==> config.mk <==
export PLATFORM = sky130hd
export DESIGN_NAME = mod_updown_counter
export DESIGN_NICKNAME = d
export VERILOG_FILES = /design/src/rtl/counter_pkg.sv /design/src/rtl/tick_prescaler.sv /design/src/rtl/mod_updown_counter.sv
export SDC_FILE = /design/constraint.sdc
export NUM_CORES = 1
export LEC_CHECK = 0
export CORE_MARGIN = 4
export CORE_UTILIZATION = 30
export CTS_BUF_LIST = sky130_fd_sc_hd__clkbuf_16
export CTS_CLUSTER_DIAMETER = 60
export CTS_CLUSTER_SIZE = 8
export DETAILED_ROUTE_END_ITERATION = 10
export HOLD_SLACK_MARGIN = 0.12
export PLACE_DENSITY = 0.67
export SETUP_SLACK_MARGIN = 0.3
export SLEW_MARGIN = 5
export SYNTH_ARGS = -nofsm -noshare
export SYNTH_HDL_FRONTEND = slang
export SYNTH_SLANG_ARGS = --single-unit
==> constraint.sdc <==
create_clock -name clk -period 1.7 [get_ports clk]
set_clock_uncertainty 0.2 [all_clocks]
set_input_delay 0.17 -clock clk [delete_from_list [all_inputs] [get_ports clk]]
set_output_delay 0.17 -clock clk [all_outputs]
set_load 0.03 [all_outputs]
==> src/rtl/counter_pkg.sv <==
// Shared constants and helpers for the up/down counter family.
// Direction and mode encodings match the raw `up` and `sat` input levels.
package counter_pkg;

  localparam logic MODE_WRAP = 1'b0;
  localparam logic MODE_SAT  = 1'b1;
  localparam logic DIR_DOWN  = 1'b0;
  localparam logic DIR_UP    = 1'b1;

  // Ceiling log2; clog2(1) is 0, so callers clamp to a minimum width of 1.
  function automatic int clog2(input longint n);
    int r;
    r = 0;
    while ((64'sd1 << r) < n) r = r + 1;
    return r;
  endfunction

endpackage

==> src/rtl/tick_prescaler.sv <==
// Divides enabled cycles down to one `step` pulse every PRESCALE enabled cycles.
// `clr` restarts the division so the next step needs a full PRESCALE enabled cycles.
module tick_prescaler
  import counter_pkg::*;
#(
  parameter int PRESCALE = 1
) (
  input  logic clk,
  input  logic rst,
  input  logic en,
  input  logic clr,
  output logic step
);

  if (PRESCALE == 1) begin : g_bypass
    logic unused_inputs;
    assign unused_inputs = ^{clk, rst, clr};
    assign step = en;
  end else begin : g_count
    localparam int PW = (clog2(PRESCALE) < 1) ? 1 : clog2(PRESCALE);
    localparam logic [PW-1:0] LAST = PW'(PRESCALE - 1);
    localparam logic [PW-1:0] ONE  = {{(PW-1){1'b0}}, 1'b1};

    logic [PW-1:0] pcnt;

    assign step = en && (pcnt == LAST);

    always_ff @(posedge clk or posedge rst) begin
      if (rst) begin
        pcnt <= '0;
      end else if (clr) begin
        pcnt <= '0;
      end else if (en) begin
        pcnt <= step ? '0 : pcnt + ONE;
      end
    end
  end

endmodule

==> src/rtl/mod_updown_counter.sv <==
// Modulo-N up/down counter with prescaled stepping, parallel load, wrap/saturate
// modes, a one-cycle wrap pulse and a sticky overflow flag.
module mod_updown_counter
  import counter_pkg::*;
#(
  parameter int     WIDTH    = 4,
  parameter longint MODULUS  = 16,
  parameter int     PRESCALE = 1
) (
  input  logic             clk,
  input  logic             rst,
  input  logic             en,
  input  logic             up,
  input  logic             sat,
  input  logic             load,
  input  logic [WIDTH-1:0] load_val,
  input  logic             clr_ovf,
  output logic [WIDTH-1:0] count,
  output logic             at_limit,
  output logic             wrap,
  output logic             ovf
);

  if (WIDTH < 1 || WIDTH > 32) begin : g_bad_width
    $error("mod_updown_counter: WIDTH must be in 1..32");
  end
  if (MODULUS < 2 || MODULUS > (64'sd1 << WIDTH)) begin : g_bad_modulus
    $error("mod_updown_counter: MODULUS must be in 2..2**WIDTH");
  end
  if (PRESCALE < 1 || PRESCALE > 65536) begin : g_bad_prescale
    $error("mod_updown_counter: PRESCALE must be in 1..65536");
  end

  // MODULUS may equal 2**WIDTH, so the top state is held one bit wider.
  localparam logic [WIDTH:0]   MOD_MAX = (WIDTH + 1)'(MODULUS - 1);
  localparam logic [WIDTH-1:0] TOP     = MOD_MAX[WIDTH-1:0];
  localparam logic [WIDTH-1:0] ONE     = {{(WIDTH-1){1'b0}}, 1'b1};

  logic             step;
  logic [WIDTH:0]   count_ext;
  logic [WIDTH:0]   load_ext;
  logic [WIDTH-1:0] load_clamped;
  logic             limit_hit;

  tick_prescaler #(
    .PRESCALE(PRESCALE)
  ) u_prescaler (
    .clk (clk),
    .rst (rst),
    .en  (en),
    .clr (load),
    .step(step)
  );

  assign count_ext    = {1'b0, count};
  assign load_ext     = {1'b0, load_val};
  assign load_clamped = (load_ext > MOD_MAX) ? TOP : load_val;
  assign limit_hit    = (up == DIR_UP) ? (count_ext == MOD_MAX) : (count == '0);
  assign at_limit     = limit_hit;

  always_ff @(posedge clk or posedge rst) begin
    if (rst) begin
      count <= '0;
      wrap  <= 1'b0;
      ovf   <= 1'b0;
    end else begin
      wrap <= 1'b0;
      if (load) begin
        count <= load_clamped;
      end else if (step) begin
        if (!limit_hit) begin
          count <= (up == DIR_UP) ? count + ONE : count - ONE;
        end else if (sat == MODE_WRAP) begin
          count <= (up == DIR_UP) ? '0 : TOP;
          wrap  <= 1'b1;
        end
      end
      // A limit hit on this edge beats a simultaneous clear.
      if (!load && step && limit_hit) begin
        ovf <= 1'b1;
      end else if (clr_ovf) begin
        ovf <= 1'b0;
      end
    end
  end

endmodule

After elaboration in Yosys (flattened, before gate mapping)

Cells that the tools add are included.

$add $sub $neg: 2
$lt $le $gt $ge: 1
Equal/unequal tests: 2
Mux-type cells: 14
Reduce and logical (&&, ||, !) cells: 7

Operators with widths:

| operator                                             | count |
|---|---|
| 2-to-1 mux 4 bit                                     | 7 |
| 2-to-1 mux 1 bit                                     | 7 |
| adder 4 x 1 -> 4 bit, second input constant          | 1 |
| equality test 4 bit, second input constant           | 1 |
| greater-than comparator 4 bit, second input constant | 1 |
| logical NOT 4 bit                                    | 1 |
| nonzero test 2 bit                                   | 2 |
| subtractor 4 x 1 -> 4 bit, second input constant     | 1 |
| inequality test 3 bit, second input constant         | 1 |
| logical AND 1 bit                                    | 2 |
| AND reduction 2 bit                                  | 1 |
| logical NOT 1 bit                                    | 1 |

Flip-flop bits (word level): 6
Bits of input ports: 11
Word-level logic and storage cells: 29

Longest topological paths before layout

Gate-level depths: netlist (run 1).

Depth after elaboration: 5
Depth in mapped cells: 7
Depth with buffers taken out: 7

Modules after synthesis

Synthesis (run 1) repeated with hierarchy kept, for this count alone.

Cell total of the unflattened synthesis: 48
Area, all modules: 462.9 µm²

By module, submodules not included:

| module             | times used | cells each | area each (µm²) |
|---|---|---|---|
| mod_updown_counter | 1          | 47         | 455.4 |
| tick_prescaler     | 1          | 1          | 7.5 |

Worst setup path before layout (run 1)

OpenSTA, ideal clock, no wires.

Path kind: flip-flop to flip-flop
Start: register count[1]
End: register count[0]
Data arrival time: 1.607 ns
Required time: 1.432 ns
Setup slack: -0.175 ns
Cell stages (with the launch flop): 6
Path through: dfrtp_1 -> and3_4 -> nand3_2 -> nand2_1 -> a2111o_1 -> nand3_1

Cells in the longest elaborated chain, start to end: 5
Elaborated cells between the ends (all ways): 8
Classes of those cells: eq/ne: 2; mux: 4; reduce/logical: 2

RTL lines:

| what                                                            | RTL line                 | RTL |
|---|---|---|
| start, declared                                                 | mod_updown_counter.sv:18 | `output logic [WIDTH-1:0] count,` |
| start signal, assigned                                          | mod_updown_counter.sv:69 | `count <= load_clamped;` |
| start signal, assigned                                          | mod_updown_counter.sv:72 | `count <= (up == DIR_UP) ? count + ONE : count - ONE;` |
| start signal, assigned                                          | mod_updown_counter.sv:74 | `count <= (up == DIR_UP) ? '0 : TOP;` |
| equality test 4 bit / logical NOT 4 bit (equally long branches) | mod_updown_counter.sv:58 | `assign limit_hit = (up == DIR_UP) ? (count_ext == MOD_MAX) : (count == '0);` |
| 2-to-1 mux 1 bit *                                              | mod_updown_counter.sv:58 |  |
| via at_limit                                                    | mod_updown_counter.sv:19 | `output logic at_limit,` |
| 2-to-1 mux 4 bit                                                | mod_updown_counter.sv:71 | `if (!limit_hit) begin` |
| 2-to-1 mux 4 bit                                                | mod_updown_counter.sv:70 | `end else if (step) begin` |
| 2-to-1 mux 4 bit                                                | mod_updown_counter.sv:68 | `if (load) begin` |

The timed path passes the listed nets; every way through them passes the cells marked *. The select of a mux whose other input is x is not followed.
A chain may end at the register's enable or synchronous reset.

Worst setup path after layout (run 1)

Start: register count[1]
End: register count[3]

Cells in the longest elaborated chain, start to end: 5
Elaborated cells between the ends (all ways): 11
Classes of those cells: add/sub: 2; eq/ne: 2; mux: 5; reduce/logical: 2

RTL lines:

| what                                                        | RTL line |
|---|---|
| subtractor 4 x 1 -> 4 bit, or another cell as far along     | mod_updown_counter.sv:72 |
| 2-to-1 mux 4 bit / 2-to-1 mux 1 bit (equally long branches) | mod_updown_counter.sv:72, mod_updown_counter.sv:58 |
| 2-to-1 mux 4 bit                                            | mod_updown_counter.sv:71 |
| 2-to-1 mux 4 bit                                            | mod_updown_counter.sv:70 |
| 2-to-1 mux 4 bit                                            | mod_updown_counter.sv:68 |

Several ways; a longest one is shown, not always the timed one. The select of a mux whose other input is x is not followed.

==> impl_metrics.toml, run 1 <==
[drt]
postRouteAntennaNets = 0
drt_iter0_drc = 12
drc = 0
vias = 513
drt_first_pass_iters = 3
avgViaCountPerCell = 4.93
wirelength_mm = 1.50
routedWlPerCell_um = 14.4

[die]
die_x_um = 47.0
start_util = 0.333
die_h_um = 47.0
io_pins = 18
core_mm2 = 0.00137
fp-row-count = 13
die-area_mm2 = 0.00221

[final_layout]
drive_above_1_share = 0.596
area_growth_pct = 111
n_fill_cell = 111
diodes = 0
nets = 104

[sta]
holdWs_ns = 0.309
fmaxAchievable_ghz = 0.587
hold_viol_final = 0
rsz0062_at_grt = "yes"
drv_slew = 0
max_slew_margin = 0.801
fin_crit_ns = 1.70
worst_slew_pin_slew_ns = 0.299
period_share = 1.00
setup_viol = 2
fin_ws_ns = -0.00397

[synthesis]
synth_seq_cells = 6
synthArstFlopShare = 1.00
netlist_area_um2 = 455
yosys_warnings = 0
synth_nets = 61
yosysSeqAreaShare = 0.330
synth_top_cell_by_area = "dfrtp_1"
synthDistinctLibCells = 22
synthCells = 47
synth_flop_cell = "dfrtp_1"
synth_edf_count = 0
synthTopCellsByCount = "dfrtp_1, nand2_1, inv_1"
synth_area_leaders = "dfrtp_1, and3_4, a221oi_4"
netlist.area_leader.share = 0.330
avgSynthCellArea_um2 = 9.69

[grt]
gr-total-overflow = 0
gr-usage-all-layers = 0.165
antenna_found_initial = 0
grt_pass1_wl_mm = 2.42
grt_start_max_net_pins = 8
grt_pass1_vias = 545

[pwr]
power_density_mw_per_mm2 = 1080
p_total_mw = 1.04
vdd_drop_max_mv = 0.849
p_leak_nw = 0.450

[clock_tree]
htree_levels = 1
numClockSinks = 6
clk_pin_slew_ns = 0.03
clockBufferDepth = 2
root_buffer = "clkbuf_16"
cts_made_buffers = 3
cts_tree = "built"
insertion_delay_ns = 0.23

[placed_design]
portBuffers = 17
dpl.hpwl_mm = 1.08
gp_congestion = 0.750

[critical_path]
crit_type = "flip-flop to flip-flop"
arrival_ns = 1.61
worstPathRequired_ns = 1.61
cp-end-kind = "flip-flop"
cp_num_buf_inv = 0
slowest_stage = "dfrtp_2"
crit_top_cell = "and3_4"
r2r_cells = 5
r2r-start = "count[1]"
cp_max_fo = 3
slowest_delay_ns = 0.41
cp.depth = 5
critical_path.top_delay_family = "simple AND/OR/NAND/NOR gates"
cp-start-kind = "flip-flop"
crit_path_cell_trace = "and3_4, and3_4, a221oi_4, and3_4, a21oi_2"
startpoint = "count[1]"

[min_path]
hp-class = "primary input to flip-flop"
hold_path_depth = 2
holdCritStartpoint = "clr_ovf"

[status]
status = "complete, but fails checks"
violations = "setup timing"

[job]
drv_cap = 0
-- worst paths after layout --
path / end / slack (ns)
max: count[3] / -0.004
min: ovf / 0.31
max reg2reg: count[3] / -0.004
min reg2reg: ovf / 0.34
max in group asynchronous: count[3] / 0.58
min in group asynchronous: ovf / 0.51
-- logic make-up (layout without fill, tap and decap cells) --
kind of cell,after synthesis,after routing,share of synthesized area
AND/OR/NAND/NOR,18,18,0.242
AO/OA/AOI/OAI,12,12,0.231
flip-flops,6,6,0.330
XOR/XNOR,3,3,0.0577
buffers and inverters,5,47,0.0412
adder cells (fa/ha/maj),3,3,0.0989
-- what timing repair did --
action	in CTS	in global routing
setup buffers	4	3
hold endpoints to repair	6	0
pin swaps	7	13
setup endpoints to repair	13	8
resized for setup	37	7
hold buffers	1	0
-- worst register-to-register path: stages (launching register included) --
cell      delay (ns)
dfrtp_2         0.41
and3_4          0.18
and3_4          0.18
a221oi_4        0.30
and3_4          0.27
a21oi_2         0.06
-- state kept, by name, indices dropped and copies added (netlist names) --
signal,flops
count,4
wrap,1
ovf,1
-- routing by layer --
| layer | wire, µm | GRT usage | share of wire |
|---|---|---|---|
| met1 | 527 | 0.160 | 0.35 |
| met2 | 842 | 0.325 | 0.56 |
| met3 | 111 | 0.0613 | 0.074 |
| met4 | 16 | 0.0331 | 0.011 |
| met5 | 0 | 0 | 0 |
-- per-stage QoR --
stage           util  instances  cell area, µm²  setup slack, ns  TNS [ns]
2_1_floorplan      -         47             468          -0.0473    -0.134
3_3_place_gp   0.550         92             752           -0.242    -0.672
3_5_place_dp   0.550         92             752           -0.272    -0.736
4_1_cts        0.666        101             910          -0.0178   -0.0440
5_1_grt        0.703        104             961          -0.0530    -0.178
6_report       0.703        104             961         -0.00397  -0.00684
-- cells in the final DEF (no fill, tap or decap), types with 3 or more instances in the layout --
cell type        count
inv_1                4
a21oi_2              4
nand2_1              4
dfrtp_2              4
buf_2                3
clkbuf_16            3
buf_6                7
o22ai_1              3
and3_4               3
buf_4               15
clkdlybuf4s50_1      9
-- layout make-up --
cell class | instances | area (µm²) | share of cell area
Multi-Input combinational cell | 36 | 353 | 0.367
Inverter | 5 | 18.8 | 0.0195
Clock buffer | 3 | 75.1 | 0.0781
Tap cell | 15 | 18.8 | 0.0195
Timing Repair Buffer | 38 | 337 | 0.350
Sequential cell | 6 | 155 | 0.161
Clock inverter | 1 | 3.75 | 0.00391
-- power breakdown --
group | total (mW) | internal [mW] | leakage (nW) | switching [mW]
sequential | 0.196 | 0.170 | 0.0702 | 0.0261
clock | 0.390 | 0.305 | 0.0423 | 0.0842
combinational | 0.457 | 0.239 | 0.338 | 0.217
total | 1.04 | 0.715 | 0.450 | 0.328
No activity file was read; power rests on OpenSTA's default activity.
==> run 2: changes to the inputs <==
- SKIP_CTS_REPAIR_TIMING: default -> 1
- SKIP_LAST_GASP: default -> 1
==> run 2 against run 1 <==
Effect of this change:
- the run still ends with setup timing left
- critical endpoint unchanged
- via count shrank 5.7%
- clock power is essentially flat
- first-iteration DRC count shrank 67%
- combinational power shrank 8.3%
==> impl_metrics.toml, run 2 (synthesis results as in run 1) <==
[status]
status = "complete, but fails checks"
violations = "setup timing"

[drt]
routedWlPerCell_um = 13.7
wirelength_mm = 1.39
drt_iter0_drc = 4
drt_first_pass_iters = 2
drc = 0
postRouteAntennaNets = 0
avgViaCountPerCell = 4.79
vias = 484

[sta]
fin_crit_ns = 1.71
fmaxAchievable_ghz = 0.584
period_share = 1.01
max_slew_margin = 0.784
fin_ws_ns = -0.0124
drv_slew = 0
worst_slew_pin_slew_ns = 0.324
rsz0062_at_grt = "yes"
hold_viol_final = 0
holdWs_ns = 0.312
setup_viol = 3
final.setup.tns_ns = -0.0187

[final_layout]
largest_reg_flops = 4
nets = 101
area_growth_pct = 105
reg.largest.list = "count x4, ovf x1, wrap x1"
layout_commonest_cell = "buf_4"
most-common-layout-cells = "buf_4, clkdlybuf4s50_1"
fin_util = 0.683
diodes = 0
stdcell_count = 101
drive_above_1_share = 0.558
regMostFlops = "count"
n_fill_cell = 114

[pwr]
power_density_mw_per_mm2 = 1080
vdd_drop_max_mv = 0.882
p_leak_nw = 0.466

[placed_design]
placed_cells = 92
dpl.hpwl_mm = 1.08
gp_congestion = 0.750
portBuffers = 17

[grt]
grt_pass1_vias = 504
met3_usage = 0.0613
grt_start_max_net_pins = 9
gr-usage-all-layers = 0.147
gr-total-overflow = 0
use_met2 = 0.279
busiest_layer = "met2"
antenna_found_initial = 0
grt_pass1_wl_mm = 2.17
use_met1 = 0.146

[critical_path]
arrival_ns = 1.62
cp_max_fo = 3
cp-end-kind = "flip-flop"
reg2reg_slack_ns = -0.01
cp-start-kind = "flip-flop"
startpoint = "count[1]"
worstPathRequired_ns = 1.61
r2r-start = "count[1]"
crit_type = "flip-flop to flip-flop"

[min_path]
holdCritStartpoint = "clr_ovf"
hp-class = "primary input to flip-flop"

[die]
start_util = 0.333
fp-row-count = 13
die_x_um = 47.0
core_mm2 = 0.00137
die_h_um = 47.0
io_pins = 18
die-area_mm2 = 0.00221

[clock_tree]
root_buffer = "clkbuf_16"
cts_made_buffers = 3
numClockSinks = 6
clockBufferDepth = 2
cts_tree = "built"
insertion_delay_ns = 0.23
htree_levels = 1
clk_pin_slew_ns = 0.03

[job]
drv_cap = 0
==> run 2: cell count changes in the layout (fill, tap and decap cells not counted) <==
cell	delta
fa_1	+1
dlygate4sd2_1	-2
buf_2	-3
dlymetal6s2s_1	+3
clkbuf_2	+3
fa_2	-1
buf_6	-4
==> run 2: layout make-up <==
type                    instances  area (µm²)  area share
inverters                       5        18.8      0.0201
clock inverters                 1        3.75     0.00402
well taps                      15        18.8      0.0201
clock buffers                   3        75.1      0.0804
multi-input cells              36         350       0.375
repair buffers                 35         312       0.334
flip-flops and latches          6         155       0.166
==> run 2: path summary, 6_finish.rpt <==
kind | depth (start not counted) | end
min reg2reg | 2 | ovf
max | 5 | count[3]
max in group asynchronous | 3 | count[0]
max reg2reg | 5 | count[3]
min | 2 | ovf
min in group asynchronous | 3 | count[1]
==> run 2: power by group <==
group	internal [mW]	switching, mW	total, mW
Sequential	0.170	0.0285	0.199
Clock	0.305	0.0815	0.387
Combinational	0.213	0.206	0.419
==> run 2: per-layer routing <==
metal | share of wire | vias up | wire length (µm)
met5 | 0 | - | 0
met4 | 0 | 0 | 0
met3 | 0.075 | 0 | 104
met2 | 0.55 | 14 | 757
met1 | 0.38 | 224 | 524
li1 | - | 246 | -
==> run 2: worst max-delay path, cell delays in order, from the launching register on <==
cell and delay (ns):
dfrtp_2 0.41, and3_4 0.18, and3_4 0.17, a221oi_4 0.31
and3_4 0.27, a21oi_2 0.06
==> run 2: per-stage QoR <==
stage | total power, mW | instance area [µm²] | setup slack [ns]
finish | 1.00 | 933 | -0.0124
global placement | 0.564 | 752 | -0.242
CTS | 0.966 | 831 | -0.131
detailed placement | 0.572 | 752 | -0.272
global route | 1.06 | 933 | -0.0517
floorplan | 0.404 | 468 | -0.0473
==> run 3: changes to the inputs <==
- PLACE_DENSITY: 0.67 -> 0.65
- SLEW_MARGIN: 5 -> 20
- clock period: 1.7 -> 1.8 ns (I/O delays scaled with it)
==> run 3 against run 2 <==
Effect of this change:
- the flow now finishes without violations
- critical path depth grew 3
- combinational power is 6.7% lower
- count of clock-buffer cells in the layout is the same
- first-iteration DRC count is 50% lower
- sequential power hardly changed
- worst setup slack improved by 0.038 ns
- sequential share of layout area grew 0.18 points
- core utilization down 0.73 points
- via count up 0.62%
- register-to-register slack improved by 0.07 ns
- design area shrank 1.1%
- highest routed layer unchanged
==> impl_metrics.toml, run 3 (synthesis results as in run 1) <==
[critical_path]
cp_num_buf_inv = 2
cp-end-kind = "flip-flop"
crit_top_cell = "a21oi_2"
arrival_ns = 1.72
cp-start-kind = "primary input"
worstPathRequired_ns = 1.75
slowest_delay_ns = 0.48
crit_type = "primary input to flip-flop"
slowest_stage = "clkdlybuf4s50_1"
cp_max_fo = 2
crit_path_cell_trace = "clkdlybuf4s50_1, inv_1, ha_1, a21o_1, a21oi_2, xnor2_1, nand2_1, a21oi_2"
critical_path.top_delay_family = "buffers and inverters"

[die]
core_mm2 = 0.00137
die_h_um = 47.0
start_util = 0.333
die_x_um = 47.0
fp-row-count = 13
die-area_mm2 = 0.00221
io_pins = 18

[grt]
antenna_found_initial = 0
gr-usage-all-layers = 0.123
grt_pass1_vias = 474
grt_start_max_net_pins = 9
gr-total-overflow = 0
grt_pass1_wl_mm = 1.93

[final_layout]
n_fill_cell = 105
area_growth_pct = 103
reg.largest.list = "count x4, ovf x1, wrap x1"
diodes = 0
drive_above_1_share = 0.476
stdcell_count = 99
largest_reg_flops = 4
nets = 99
layout_commonest_cell = "buf_4"
fin_area_um2 = 923
most-common-layout-cells = "buf_4, clkdlybuf4s50_1, dlymetal6s2s_1, inv_1"
regMostFlops = "count"
fin_util = 0.676

[sta]
max_slew_margin = 0.787
hold_viol_final = 0
fin_crit_ns = 1.77
worst_slew_pin_slew_ns = 0.319
setup_viol = 0
rsz0062_at_grt = "yes"
period_share = 0.986
fmaxAchievable_ghz = 0.564
fin_ws_ns = 0.0260
final.setup.tns_ns = 0
drv_slew = 0
holdWs_ns = 0.141

[drt]
avgViaCountPerCell = 4.92
highest_layer = "met3"
drc = 0
routedWlPerCell_um = 13.2
postRouteAntennaNets = 0
wl_met1_um = 588
wirelength_mm = 1.31
drt_iter0_drc = 2
route.met2.wl_um = 603
drt_first_pass_iters = 2
vias = 487
met3_wirelength_um = 114

[clock_tree]
clockBufferDepth = 2
clk_pin_slew_ns = 0.04
cts_made_buffers = 3
htree_levels = 1
root_buffer = "clkbuf_16"
insertion_delay_ns = 0.23
cts_tree = "built"
numClockSinks = 6

[placed_design]
place_ws_ns = -0.181
dpl.hpwl_um = 940
placed_cells = 88
gp_congestion = 0.789
portBuffers = 17
placed_cell_area_um2 = 717

[pwr]
power_density_mw_per_mm2 = 1030
vdd_drop_max_mv = 1.27
p_total_uw = 951
p_leak_nw = 0.483

[min_path]
hp-class = "primary input to flip-flop"

[job]
drv_cap = 0

[status]
status = "completed"
==> run 3: area by class of cell <==
type | instances | area [µm²] | area share
well taps | 15 | 18.8 | 0.0203
flip-flops and latches | 6 | 155 | 0.168
multi-input cells | 36 | 333 | 0.360
inverters | 5 | 18.8 | 0.0203
clock inverters | 1 | 3.75 | 0.00407
repair buffers | 33 | 319 | 0.346
clock buffers | 3 | 75.1 | 0.0813
==> run 3: worst paths after layout <==
path / depth (start not counted) / slack (ns) / startpoint / end
setup / recovery: 8 / 0.03 / up / count[3]
hold / removal: 3 / 0.14 / load / count[0]
setup reg to reg: 6 / 0.06 / count[3] / count[3]
hold reg to reg: 2 / 0.33 / ovf / ovf
max in group asynchronous: 3 / 0.67 / rst / count[0]
min in group asynchronous: 3 / 0.52 / rst / count[1]
==> run 3: power breakdown <==
part           leakage [nW]  total (mW)  switching [mW]  internal, mW
sequential           0.0702       0.197          0.0356         0.161
combinational         0.371       0.391           0.187         0.204
clock                0.0423       0.363          0.0752         0.288
==> run 3: layer usage <==
metal | vias to the layer above | track usage
met5 | - | 0
met1 | 229 | 0.150
met2 | 15 | 0.206
met3 | 0 | 0.0536
met4 | 0 | 0.0166
li1 | 243 | -
==> run 3: tightest hold or removal path: stages <==
cell	delay [ns]
dlymetal6s2s_1	0.17
a21oi_1	0.10
nand3_1	0.08
